===== src/rtl/irqc_pkg.sv =====
// Shared constants for the interrupt controller: register offsets,
// FSM state encodings, ID width and control bit positions.
package irqc_pkg;

  localparam int ID_W = 5;

  // Byte offsets inside the 32-byte register window
  localparam logic [4:0] OFF_MASK = 5'h00;
  localparam logic [4:0] OFF_PEND = 5'h04;
  localparam logic [4:0] OFF_ID   = 5'h08;
  localparam logic [4:0] OFF_CTRL = 5'h0C;
  localparam logic [4:0] OFF_TH   = 5'h10;
  localparam logic [4:0] OFF_TL   = 5'h14;
  localparam logic [4:0] OFF_TCON = 5'h18;

  // Control bit positions
  localparam int CTRL_GEN_BIT = 0;
  localparam int TCON_EN_BIT  = 0;
  localparam int ID_VALID_BIT = 31;

  // FSM state encodings
  localparam logic [1:0] ST_IDLE    = 2'd0;
  localparam logic [1:0] ST_REQ     = 2'd1;
  localparam logic [1:0] ST_SERVICE = 2'd2;

endpackage


===== src/rtl/irqc_prio_enc.sv =====
// Fixed-priority encoder: lowest set bit wins, reports {any, index}.
module irqc_prio_enc
  import irqc_pkg::*;
#(
  parameter int N_SRC = 8
) (
  input  logic [N_SRC-1:0] vec_i,
  output logic             any_o,
  output logic [ID_W-1:0]  idx_o
);

  // Scan high to low so the last hit (lowest index) takes the result
  always_comb begin
    any_o = 1'b0;
    idx_o = '0;
    for (int i = N_SRC - 1; i >= 0; i--) begin
      if (vec_i[i]) begin
        any_o = 1'b1;
        idx_o = ID_W'(i);
      end
    end
  end

endmodule


===== src/rtl/irq_controller.sv =====
// Memory-mapped interrupt controller for the single-cycle CPU.
// Edge-latched sources, mask, global enable, one-at-a-time sequencing
// IDLE -> REQ -> SERVICE -> IDLE. Optional internal timer is built when
// the macro IRQC_TIMER_EN is defined; otherwise its registers read 0.
module irq_controller
  import irqc_pkg::*;
#(
  parameter int          N_SRC     = 8,
  parameter logic [31:0] BASE_ADDR = 32'h4000_0000
) (
  input  logic             clk,
  input  logic             reset,
  input  logic [N_SRC-1:0] src,
  input  logic             irq_ack,
  input  logic             irq_ret,
  input  logic             rd,
  input  logic             wr,
  input  logic [31:0]      addr,
  input  logic [31:0]      wdata,
  output logic [31:0]      rdata,
  output logic             cpu_irq,
  output logic [ID_W-1:0]  irq_id
);

  logic [N_SRC-1:0] sync1_q, sync2_q, sync3_q, rise;
  logic [N_SRC-1:0] mask_q, mask_d, pend_q, pend_d;
  logic [N_SRC-1:0] set_v, w1c_v, ack_clr;
  logic             ctrl_en_q, ctrl_en_d;
  logic [1:0]       state_q, state_d;
  logic [ID_W-1:0]  id_q, id_d;
  logic             cpu_irq_q;
  logic             enc_any;
  logic [ID_W-1:0]  enc_idx;
  logic             in_win, wr_en;
  logic [4:0]       off;
  logic             timer_fire;
  logic             unused_wdata;

  assign unused_wdata = ^wdata;

  assign in_win = (addr[31:5] == BASE_ADDR[31:5]);
  assign off    = addr[4:0];
  assign wr_en  = wr && in_win;

  // Two-flop synchroniser plus one delay flop for rising-edge detection
  always_ff @(posedge clk or posedge reset) begin
    if (reset) begin
      sync1_q <= '0;
      sync2_q <= '0;
      sync3_q <= '0;
    end else begin
      sync1_q <= src;
      sync2_q <= sync1_q;
      sync3_q <= sync2_q;
    end
  end

  assign rise = sync2_q & ~sync3_q;

  irqc_prio_enc #(.N_SRC(N_SRC)) u_enc (
    .vec_i (pend_q & mask_q),
    .any_o (enc_any),
    .idx_o (enc_idx)
  );

`ifdef IRQC_TIMER_EN
  logic [31:0] th_q, th_d, tl_q, tl_d;
  logic        tcon_en_q, tcon_en_d;

  assign timer_fire = tcon_en_q && (tl_q == 32'hFFFF_FFFF);

  // Timer next state: a bus write to TL overrides counting/reload
  always_comb begin
    th_d      = th_q;
    tl_d      = tl_q;
    tcon_en_d = tcon_en_q;
    if (tcon_en_q) tl_d = timer_fire ? th_q : tl_q + 32'd1;
    if (wr_en && off == OFF_TH)   th_d      = wdata;
    if (wr_en && off == OFF_TL)   tl_d      = wdata;
    if (wr_en && off == OFF_TCON) tcon_en_d = wdata[TCON_EN_BIT];
  end

  // Timer registers
  always_ff @(posedge clk or posedge reset) begin
    if (reset) begin
      th_q      <= '0;
      tl_q      <= '0;
      tcon_en_q <= 1'b0;
    end else begin
      th_q      <= th_d;
      tl_q      <= tl_d;
      tcon_en_q <= tcon_en_d;
    end
  end
`else
  assign timer_fire = 1'b0;
`endif

  // Sequencer: withdrawal is checked before ack so a stale ack never
  // services an empty request
  always_comb begin
    state_d = state_q;
    id_d    = id_q;
    ack_clr = '0;
    case (state_q)
      ST_IDLE: if (ctrl_en_q && enc_any) state_d = ST_REQ;
      ST_REQ: begin
        if (!ctrl_en_q || !enc_any) begin
          state_d = ST_IDLE;
        end else if (irq_ack) begin
          state_d = ST_SERVICE;
          id_d    = enc_idx;
          ack_clr = N_SRC'(1) << enc_idx;
        end
      end
      ST_SERVICE: if (irq_ret) state_d = ST_IDLE;
      default: state_d = ST_IDLE;
    endcase
  end

  // Bus writes and pending update; a new edge beats W1C or ack-clear
  always_comb begin
    mask_d    = mask_q;
    ctrl_en_d = ctrl_en_q;
    w1c_v     = '0;
    set_v     = rise;
    set_v[0]  = rise[0] | timer_fire;
    if (wr_en && off == OFF_MASK) mask_d    = wdata[N_SRC-1:0];
    if (wr_en && off == OFF_CTRL) ctrl_en_d = wdata[CTRL_GEN_BIT];
    if (wr_en && off == OFF_PEND) w1c_v     = wdata[N_SRC-1:0];
    pend_d = (pend_q & ~w1c_v & ~ack_clr) | set_v;
  end

  // Controller state registers
  always_ff @(posedge clk or posedge reset) begin
    if (reset) begin
      mask_q    <= '0;
      pend_q    <= '0;
      ctrl_en_q <= 1'b0;
      state_q   <= ST_IDLE;
      id_q      <= '0;
      cpu_irq_q <= 1'b0;
    end else begin
      mask_q    <= mask_d;
      pend_q    <= pend_d;
      ctrl_en_q <= ctrl_en_d;
      state_q   <= state_d;
      id_q      <= id_d;
      cpu_irq_q <= (state_d == ST_REQ);
    end
  end

  assign cpu_irq = cpu_irq_q;
  assign irq_id  = id_q;

  // Combinational read mux; zero outside the window or without rd
  always_comb begin
    rdata = '0;
    if (rd && in_win) begin
      case (off)
        OFF_MASK: rdata = 32'(mask_q);
        OFF_PEND: rdata = 32'(pend_q);
        OFF_ID: begin
          rdata               = 32'(id_q);
          rdata[ID_VALID_BIT] = (state_q == ST_SERVICE);
        end
        OFF_CTRL: rdata = {31'd0, ctrl_en_q};
`ifdef IRQC_TIMER_EN
        OFF_TH:   rdata = th_q;
        OFF_TL:   rdata = tl_q;
        OFF_TCON: rdata = {31'd0, tcon_en_q};
`endif
        default:  rdata = '0;
      endcase
    end
  end

endmodule


===== config.mk =====
export PLATFORM = sky130hd
export DESIGN_NAME = irq_controller
export DESIGN_NICKNAME = d
export VERILOG_FILES = /design/src/rtl/irqc_pkg.sv /design/src/rtl/irqc_prio_enc.sv /design/src/rtl/irq_controller.sv
export SDC_FILE = /design/constraint.sdc
export NUM_CORES = 1
export LEC_CHECK = 0
export ABC_AREA = 0
export ABC_CLOCK_PERIOD_IN_PS = 5400
export CAP_MARGIN = 10
export CORE_MARGIN = 2
export CORE_UTILIZATION = 42
export CTS_CLUSTER_SIZE = 12
export DETAILED_ROUTE_END_ITERATION = 10
export PLACE_DENSITY_LB_ADDON = 0.05
export SYNTH_ARGS = -nofsm -noshare
export SYNTH_HDL_FRONTEND = slang
export SYNTH_SLANG_ARGS = --single-unit
export TNS_END_PERCENT = 20

===== constraint.sdc =====
create_clock -name clk -period 5.4 [get_ports clk]
set_clock_uncertainty 0.2 [all_clocks]
set_input_delay 1.08 -clock clk [delete_from_list [all_inputs] [get_ports clk]]
set_output_delay 1.08 -clock clk [all_outputs]
set_load 0.02 [all_outputs]

==> results of run 1 <==
final timing paths:
path / end / slack, ns / cells after the start
worst max-delay path: rdata[7] / 0.60 / 7
worst min-delay path: sync2_q[0]$_DFF_PP0_ / 0.15 / 0
min in group asynchronous: sync1_q[1]$_DFF_PP0_ / 1.02 / 3
worst max register to register: irq_id[1]$_DFFE_PP0P_ / 3.22 / 5
worst min register to register: sync2_q[0]$_DFF_PP0_ / 0.15 / 0
max in group asynchronous: mask_q[6]$_DFFE_PP0P_ / 3.56 / 3
per-stage QoR:
stage	utilization [%]	std cells	hold slack, ns	total power (W)	setup slack, ns
after CTS	58.3	336	0.156	0.000667	0.615
after global placement	56.4	328	0.132	0.000447	0.599
after floorplan	-	218	0.131	0.000414	1.70
final	58.3	336	0.154	0.000658	0.601
after global routing	58.3	336	0.164	0.000692	0.386
after detailed placement	56.4	328	0.136	0.000447	0.620
cells by family after synthesis:
group,synth area share [%]
AOI/OAI and AO/OA,9.58
buffers and inverters,10.9
DFF,53.3
muxes,11.2
other,0.170
and+or+nand+nor,14.9
power by group through the flow:
stage	clock, W	combinational [W]	sequential [W]
after floorplan	0	0.0000446	0.000370
after global placement	0	0.0000762	0.000370
after global routing	0.000245	0.0000822	0.000365
after CTS	0.000227	0.0000766	0.000364
after detailed placement	0	0.0000766	0.000371
final	0.000219	0.0000759	0.000364
layer usage:
| metal | GRT usage [%] | vias to the layer above | wire length (um) |
|---|---|---|---|
| met2 | 28.6 | 81 | 2300 |
| met5 | 0 | - | 0 |
| met3 | 7.70 | 2 | 468 |
| met4 | 3.82 | 0 | 18 |
| li1 | - | 779 | - |
| met1 | 21.9 | 766 | 2000 |
sequential cells by signal, indices dropped and copies added, names as in the netlist:
signal     cells
mask_q         8
sync2_q        8
ctrl_en_q      1
cpu_irq        1
state_q        2
irq_id         3
pend_q         8
sync3_q        8
sync1_q        8
area by class of cell:
class | count | share of cell area (%)
flip-flops and latches | 47 | 39.8
multi-input cells | 132 | 29.8
repair buffers | 68 | 22.9
well taps | 70 | 2.96
clock buffers | 7 | 2.92
inverters | 11 | 1.40
clock inverters | 1 | 0.296
critical path: cells and delay by family:
family | cells | cell delay [ns]
buffers and inverters | 2 | 1.06
AND/OR/NAND/NOR | 5 | 1.37
layout by cell type (no fill, tap or decap), drive strengths merged, types with 5 or more instances in the layout:
master,synthesis,layout
mux2i,7,7
nand4,5,5
mux2,11,11
nor3,9,9
conb,1,25
clkdlybuf4s50,0,66
nor4,6,6
dfrtp,47,47
nand2,16,16
clkbuf,1,7
inv,11,10
nor2,6,6
==> impl_summary.log, run 1 <==
[metrics] most numerous cell in the Yosys netlist: dfrtp_1
[metrics] Final Routed Wirelength: around 4800 um
[metrics] setup repair after global routing missed its margin: no
[metrics] standard cell area after detailed placement: 0.00286 mm2
[metrics] largest fanout on the critical path: 9
[metrics] sequential cell area fraction in the yosys report: 53.3%
[metrics] relative contribution of combinational cells to total power: between 10% and 20%
[metrics] Worst IR Drop VDD: slightly below 200 uV
[metrics] Total Die Area: about 0.006 mm2
[metrics] critical-path cell list: clkdlybuf4s50_1 > nor4_1 > nand4_1 > nor2_1 > nand2_1 > nor3_1 > clkdlybuf4s50_1
[metrics] average routed wire per standard cell: ~14 um
[metrics] clock network latency to the later pin of the worst-skew pair: 0.30 ns
[metrics] total via count in the routed design: 1628
[metrics] core area: between 0.005 and 0.006 mm2
[metrics] # port buffers: 66
[metrics] top cell types by occurrence after synthesis: dfrtp_1 (47), buf_4 (25), nand2_1 (16)
[metrics] post-route antenna net violation count: 0
[metrics] sequential group share of total power: 55.3%
[metrics] origin of the critical flop-to-flop path: pend_q[0]$_DFF_PP0_
[metrics] Hold Startpoint: sync1_q[0]$_DFF_PP0_
[metrics] post-synth top area share: 53.3%
[metrics] DRC violation count after routing: 0
[metrics] pwr dens: 223 mW/mm2
[metrics] final hold violation count: 0
[metrics] starting utilization of the core area: between 40% and 50%
[metrics] layout cells sized above 1: roughly 8.3%
[metrics] max-cap violations: 0
[metrics] internal cell power: around 0.0005 W
[metrics] number of sinks driven by the clock tree: between 40 and 50
[metrics] number of rows in the core area: 26
[metrics] Synthesis Warnings: 0
[metrics] Synth async-reset ratio: between 90% and 100%
[metrics] total leakage power: 1.26 nW
[metrics] Post-Syn Instances: slightly below 200
[metrics] buffer cell driving the clock tree root: clkbuf_8
[metrics] global-route wire length before repair: 8120 um
[metrics] result of the run: finished, final reports clean
[metrics] Tot GR Track Use: approximately 18%
[metrics] stage delay of the slowest cell on the critical path: ~0.66 ns
[metrics] max-slew headroom at the worst pin: approximately 45%
[metrics] pin slew with the least headroom to its limit: 0.826 ns
[metrics] placed wire-length estimate after detailed placement: between 3000 and 4000 um
[metrics] most common flop cell mapped by yosys: dfrtp_1
[metrics] Mapped Area: between 0.002 and 0.0025 mm2
[metrics] Worst Setup Path Type: primary input to output port
[metrics] CTS H-tree depth: 2
[metrics] proportion of total power due to net switching: between 20% and 30%
[metrics] highest-delay cell along the critical path: clkdlybuf4s50_1
[metrics] worst path arrival time: 3.52 ns
[metrics] maximum number of pins on one net before global-route repair: 48
[metrics] filler instances: about 450
[metrics] post-DR vias/cell: around 4.8
[metrics] maximum number of buffers from clock root to sink: 2
[metrics] total count of max-transition violations in the final report: 0
[metrics] number of distinct library cell variants in the gate-level netlist after synthesis: roughly 40
[metrics] total CTS buffers: 5
[metrics] number of cells upsized or downsized after cts: 0
[metrics] post-synthesis register bit count: 47
[metrics] most used cell, CP: clkdlybuf4s50_1
[metrics] cell area after layout: roughly 0.0030 mm2
[metrics] DR pass1 iterations: 4
[metrics] largest cells by area after synthesis: dfrtp_1 (53%), buf_4 (8.5%), mux2_4 (5.4%)
[metrics] Seq. cell area: 0.00118 mm2
[metrics] library cell occupying the most area in the post-synthesis netlist: dfrtp_1
[metrics] number of diodes added for antenna fixing: 0
[metrics] minimum clock period: 4.80 ns
[metrics] final cycle utilization of the critical path: between 80 and 90%
[metrics] DRC marker count from the first detailed-route iteration: 106
[metrics] Horiz. Die Dim: 76.5 um
[metrics] routability congestion estimate: around 0.80
[metrics] EDFF count, synth: 0
[metrics] num ports: around 120
[metrics] CTS tree: built
[metrics] chip height: about 77 um
[metrics] Clock power frac: 33.2%
[metrics] startpoint type of the worst setup path: primary input
[metrics] number of nets in the layout: between 300 and 400
[metrics] max frequency: between 200 and 250 MHz
[metrics] beginning of the critical path: addr[20]
[metrics] number of global-route vias before repair: 1633
[metrics] antenna violations before repair: 0
[metrics] net switching power: roughly 0.00015 W
[metrics] Setup Total Neg Slack: 0 ns
[metrics] setup bufs post-CTS: 0
[metrics] final count of negative-setup-slack endpoints: 0
[metrics] clock transition time at the flip-flop clock pins of the worst setup and hold paths: 0.08 ns
[metrics] Crit path required time: about 4.1 ns
[metrics] path category of the worst min-delay check: flip-flop to flip-flop
[metrics] Post-Syn Area per Cell: 11.4 um2
[metrics] grt total ovfl: 0
[metrics] relative area change from synthesis to final layout: 33.9%
[metrics] # hold bufs at CTS: 0
[metrics] Critical Path End Type: output port
[metrics] area occupied by multi-input gates: ~880 um2
(Power assumes the default switching activity.)
==> run 2, diff against run 1 <==
CAP_MARGIN = 30   (was 10)
==> results of run 2 <==
Final layout, timing and power as in run 1 (identical DEF).
==> run 3, diff against run 2 <==
ABC_CLOCK_PERIOD_IN_PS = 6000   (was 5400)
CTS_BUF_LIST = sky130_fd_sc_hd__clkbuf_4 sky130_fd_sc_hd__clkbuf_8   (was not set)
SKIP_LAST_GASP = 1   (was not set)
clock period = 6 ns   (was 5.4 ns; I/O delays follow)
==> impl_summary.log, run 3 (synthesized netlist as in run 1, its figures left out) <==
[metrics] # port buffers: 66 (unchanged)
[metrics] net switching power: 0.000139 W (-9.1%)
[metrics] total chip power: 0.000592 W (-10%)
[metrics] internal cell power: 0.000453 W (-10%)
[metrics] number of nets in the layout: 342 (-0.29%)
[metrics] Clock power frac: 33.2% (about the same)
[metrics] pin slew with the least headroom to its limit: 0.831 ns (+0.00502 ns)
[metrics] maximum number of buffers from clock root to sink: 2 (unchanged)
[metrics] Final Routed Wirelength: 4880 um (+2.0%)
[metrics] buffer cell driving the clock tree root: clkbuf_8
[metrics] most common cell after layout, fill and taps aside: clkdlybuf4s50_1
[metrics] minimum clock period: about 5.1 ns
[metrics] startpoint type of the worst setup path: primary input
[metrics] number of diodes added for antenna fixing: 0 (unchanged)
[metrics] starting utilization of the core area: 43.5% (unchanged)
[metrics] number of rows in the core area: 26 (unchanged)
[metrics] total CTS buffers: 5 (unchanged)
[metrics] Worst R2R End: irq_id[1]$_DFFE_PP0P_
[metrics] antenna violations before repair: 0 (unchanged)
[metrics] origin of the critical flop-to-flop path: pend_q[0]$_DFF_PP0_
[metrics] CTS tree: built
[metrics] total leakage power: 1.26 nW (-0.44%)
[metrics] DRC marker count from the first detailed-route iteration: 100 (-5.7%)
[metrics] Setup Total Neg Slack: 0 ns (unchanged)
[metrics] filler instances: 464 (+4.0%)
[metrics] number of global-route vias before repair: 1638 (+0.31%)
[metrics] Worst IR Drop VDD: 157 uV (-19%)
[metrics] CTS H-tree depth: 2 (unchanged)
[metrics] total count of max-transition violations in the final report: 0 (unchanged)
[metrics] proportion of total power due to net switching: 23.4% (+0.25 points)
[metrics] Register-to-Register Setup Slack: 3.77 ns (+0.55 ns)
[metrics] relative area change from synthesis to final layout: 33.4%
[metrics] stage delay of the slowest cell on the critical path: 0.67 ns (about the same)
[metrics] pwr dens: 201 mW/mm2 (-9.8%)
[metrics] critical-path cell list: clkdlybuf4s50_1 > nor4_1 > nand4_1 > nor2_1 > nand2_1 > nor3_1 > clkdlybuf4s50_1
[metrics] layout cells sized above 1: 7.95% (-0.32 points)
[metrics] post-DR vias/cell: 4.96 (+2.4%)
[metrics] chip height: 76.5 um (unchanged)
[metrics] destination of the critical timing path: rdata[7]
[metrics] relative contribution of combinational cells to total power: 11.5% (about the same)
[metrics] DR pass1 iterations: 4 (unchanged)
[metrics] max-slew headroom at the worst pin: 44.5% (-0.34 points)
[metrics] max-cap violations: 0 (unchanged)
[metrics] highest-delay cell along the critical path: clkdlybuf4s50_1
[metrics] clock network latency to the later pin of the worst-skew pair: 0.30 ns (about the same)
[metrics] path category of the worst min-delay check: flip-flop to flip-flop
[metrics] global-route wire length before repair: 7960 um (-2.0%)
[metrics] core area: 0.00507 mm2 (unchanged)
[metrics] final count of negative-setup-slack endpoints: 0 (unchanged)
[metrics] final cycle utilization of the critical path: between 80% and 90%
[metrics] grt total ovfl: 0 (unchanged)
[metrics] worst path arrival time: 3.71 ns (+0.19 ns)
[metrics] beginning of the critical path: addr[6]
[metrics] largest fanout on the critical path: 9 (unchanged)
[metrics] setup bufs post-CTS: 0 (unchanged)
[metrics] placed wire-length estimate after detailed placement: 3690 um (+0.53%)
[metrics] commonest cells after routing, fill and taps aside: clkdlybuf4s50_1 (66), dfrtp_1 (47), conb_1 (25)
[metrics] number of sinks driven by the clock tree: 47 (unchanged)
[metrics] num ports: 116 (unchanged)
[metrics] total via count in the routed design: 1657 (+1.8%)
[metrics] sequential group share of total power: 55.3% (about the same)
[metrics] average routed wire per standard cell: 14.6 um (+2.6%)
[metrics] number of cell instances on the worst register-to-register path: 5 (unchanged)
[metrics] final hold violation count: 0 (unchanged)
[metrics] Worst Setup Path Type: primary input to output port
[metrics] most used cell, CP: clkdlybuf4s50_1
[metrics] DRC violation count after routing: 0 (unchanged)
[metrics] # hold bufs at CTS: 0 (unchanged)
[metrics] post-route antenna net violation count: 0 (unchanged)
[metrics] Critical Path End Type: output port
[metrics] Horiz. Die Dim: 76.5 um (unchanged)
[metrics] maximum number of pins on one net before global-route repair: 48 (unchanged)
[metrics] routability congestion estimate: 0.845 (+5.9%)
[metrics] number of cells upsized or downsized after cts: 0 (unchanged)
[metrics] Total Die Area: 0.00585 mm2 (unchanged)
[metrics] setup repair after global routing missed its margin: no
[metrics] clock transition time at the flip-flop clock pins of the worst setup and hold paths: 0.08 ns (about the same)
[metrics] max frequency: 196 MHz
[metrics] result of the run: finished, final reports clean
[metrics] Crit path required time: 4.60 ns (+0.48 ns)
[metrics] Tot GR Track Use: 17.3% (-0.34 points)
run 3: worst min-delay path by stage:
stage | cells after the start | from | to
after floorplan | 0 | sync1_q[0]$_DFF_PP0_ | sync2_q[0]$_DFF_PP0_
after global routing | 0 | sync1_q[3]$_DFF_PP0_ | sync2_q[3]$_DFF_PP0_
final | 0 | sync1_q[7]$_DFF_PP0_ | sync2_q[7]$_DFF_PP0_
after CTS | 0 | sync1_q[0]$_DFF_PP0_ | sync2_q[0]$_DFF_PP0_
after global placement | 0 | sync1_q[1]$_DFF_PP0_ | sync2_q[1]$_DFF_PP0_
after detailed placement | 0 | sync1_q[0]$_DFF_PP0_ | sync2_q[0]$_DFF_PP0_
run 3: final cells by class:
| class | instances | area [um2] | area share, % |
|---|---|---|---|
| Sequential cell | 47 | 1180 | 39.9 |
| Multi-Input combinational cell | 132 | 881 | 29.9 |
| Timing Repair Buffer | 67 | 668 | 22.7 |
| Tap cell | 70 | 87.6 | 2.97 |
| Clock buffer | 6 | 82.6 | 2.80 |
| Inverter | 11 | 41.3 | 1.40 |
| Clock inverter | 1 | 8.76 | 0.297 |
run 3: critical path, delay by kind of cell:
family | cells | cell delay (ns)
buf+inv | 2 | 1.07
simple gates | 5 | 1.43
run 3: power groups by stage:
stage | clock network (W) | logic (W) | registers [W]
3_3_place_gp | 0 | 0.0000679 | 0.000333
4_1_cts | 0.000200 | 0.0000685 | 0.000327
6_report | 0.000196 | 0.0000681 | 0.000327
2_1_floorplan | 0 | 0.0000402 | 0.000333
5_1_grt | 0.000217 | 0.0000732 | 0.000328
3_5_place_dp | 0 | 0.0000683 | 0.000334
run 3: per-stage QoR:
step | setup WS [ns] | instances | util [%] | instance area (um2) | hold slack (ns)
final | 0.894 | 334 | 58.0 | 2950 | 0.153
after global routing | 0.713 | 334 | 58.0 | 2950 | 0.163
after CTS | 0.922 | 334 | 58.0 | 2950 | 0.155
after detailed placement | 0.934 | 327 | 56.2 | 2850 | 0.136
after global placement | 0.977 | 327 | 56.2 | 2850 | 0.132
after floorplan | 2.06 | 218 | - | 2300 | 0.131
run 3: per-layer routing:
| layer | up-vias | wire length [um] | track usage, % |
|---|---|---|---|
| met5 | - | 0 | 0 |
| met4 | 0 | 82 | 6.18 |
| met3 | 9 | 424 | 5.69 |
| met2 | 79 | 2290 | 29.0 |
| met1 | 788 | 2090 | 20.8 |
| li1 | 781 | - | - |
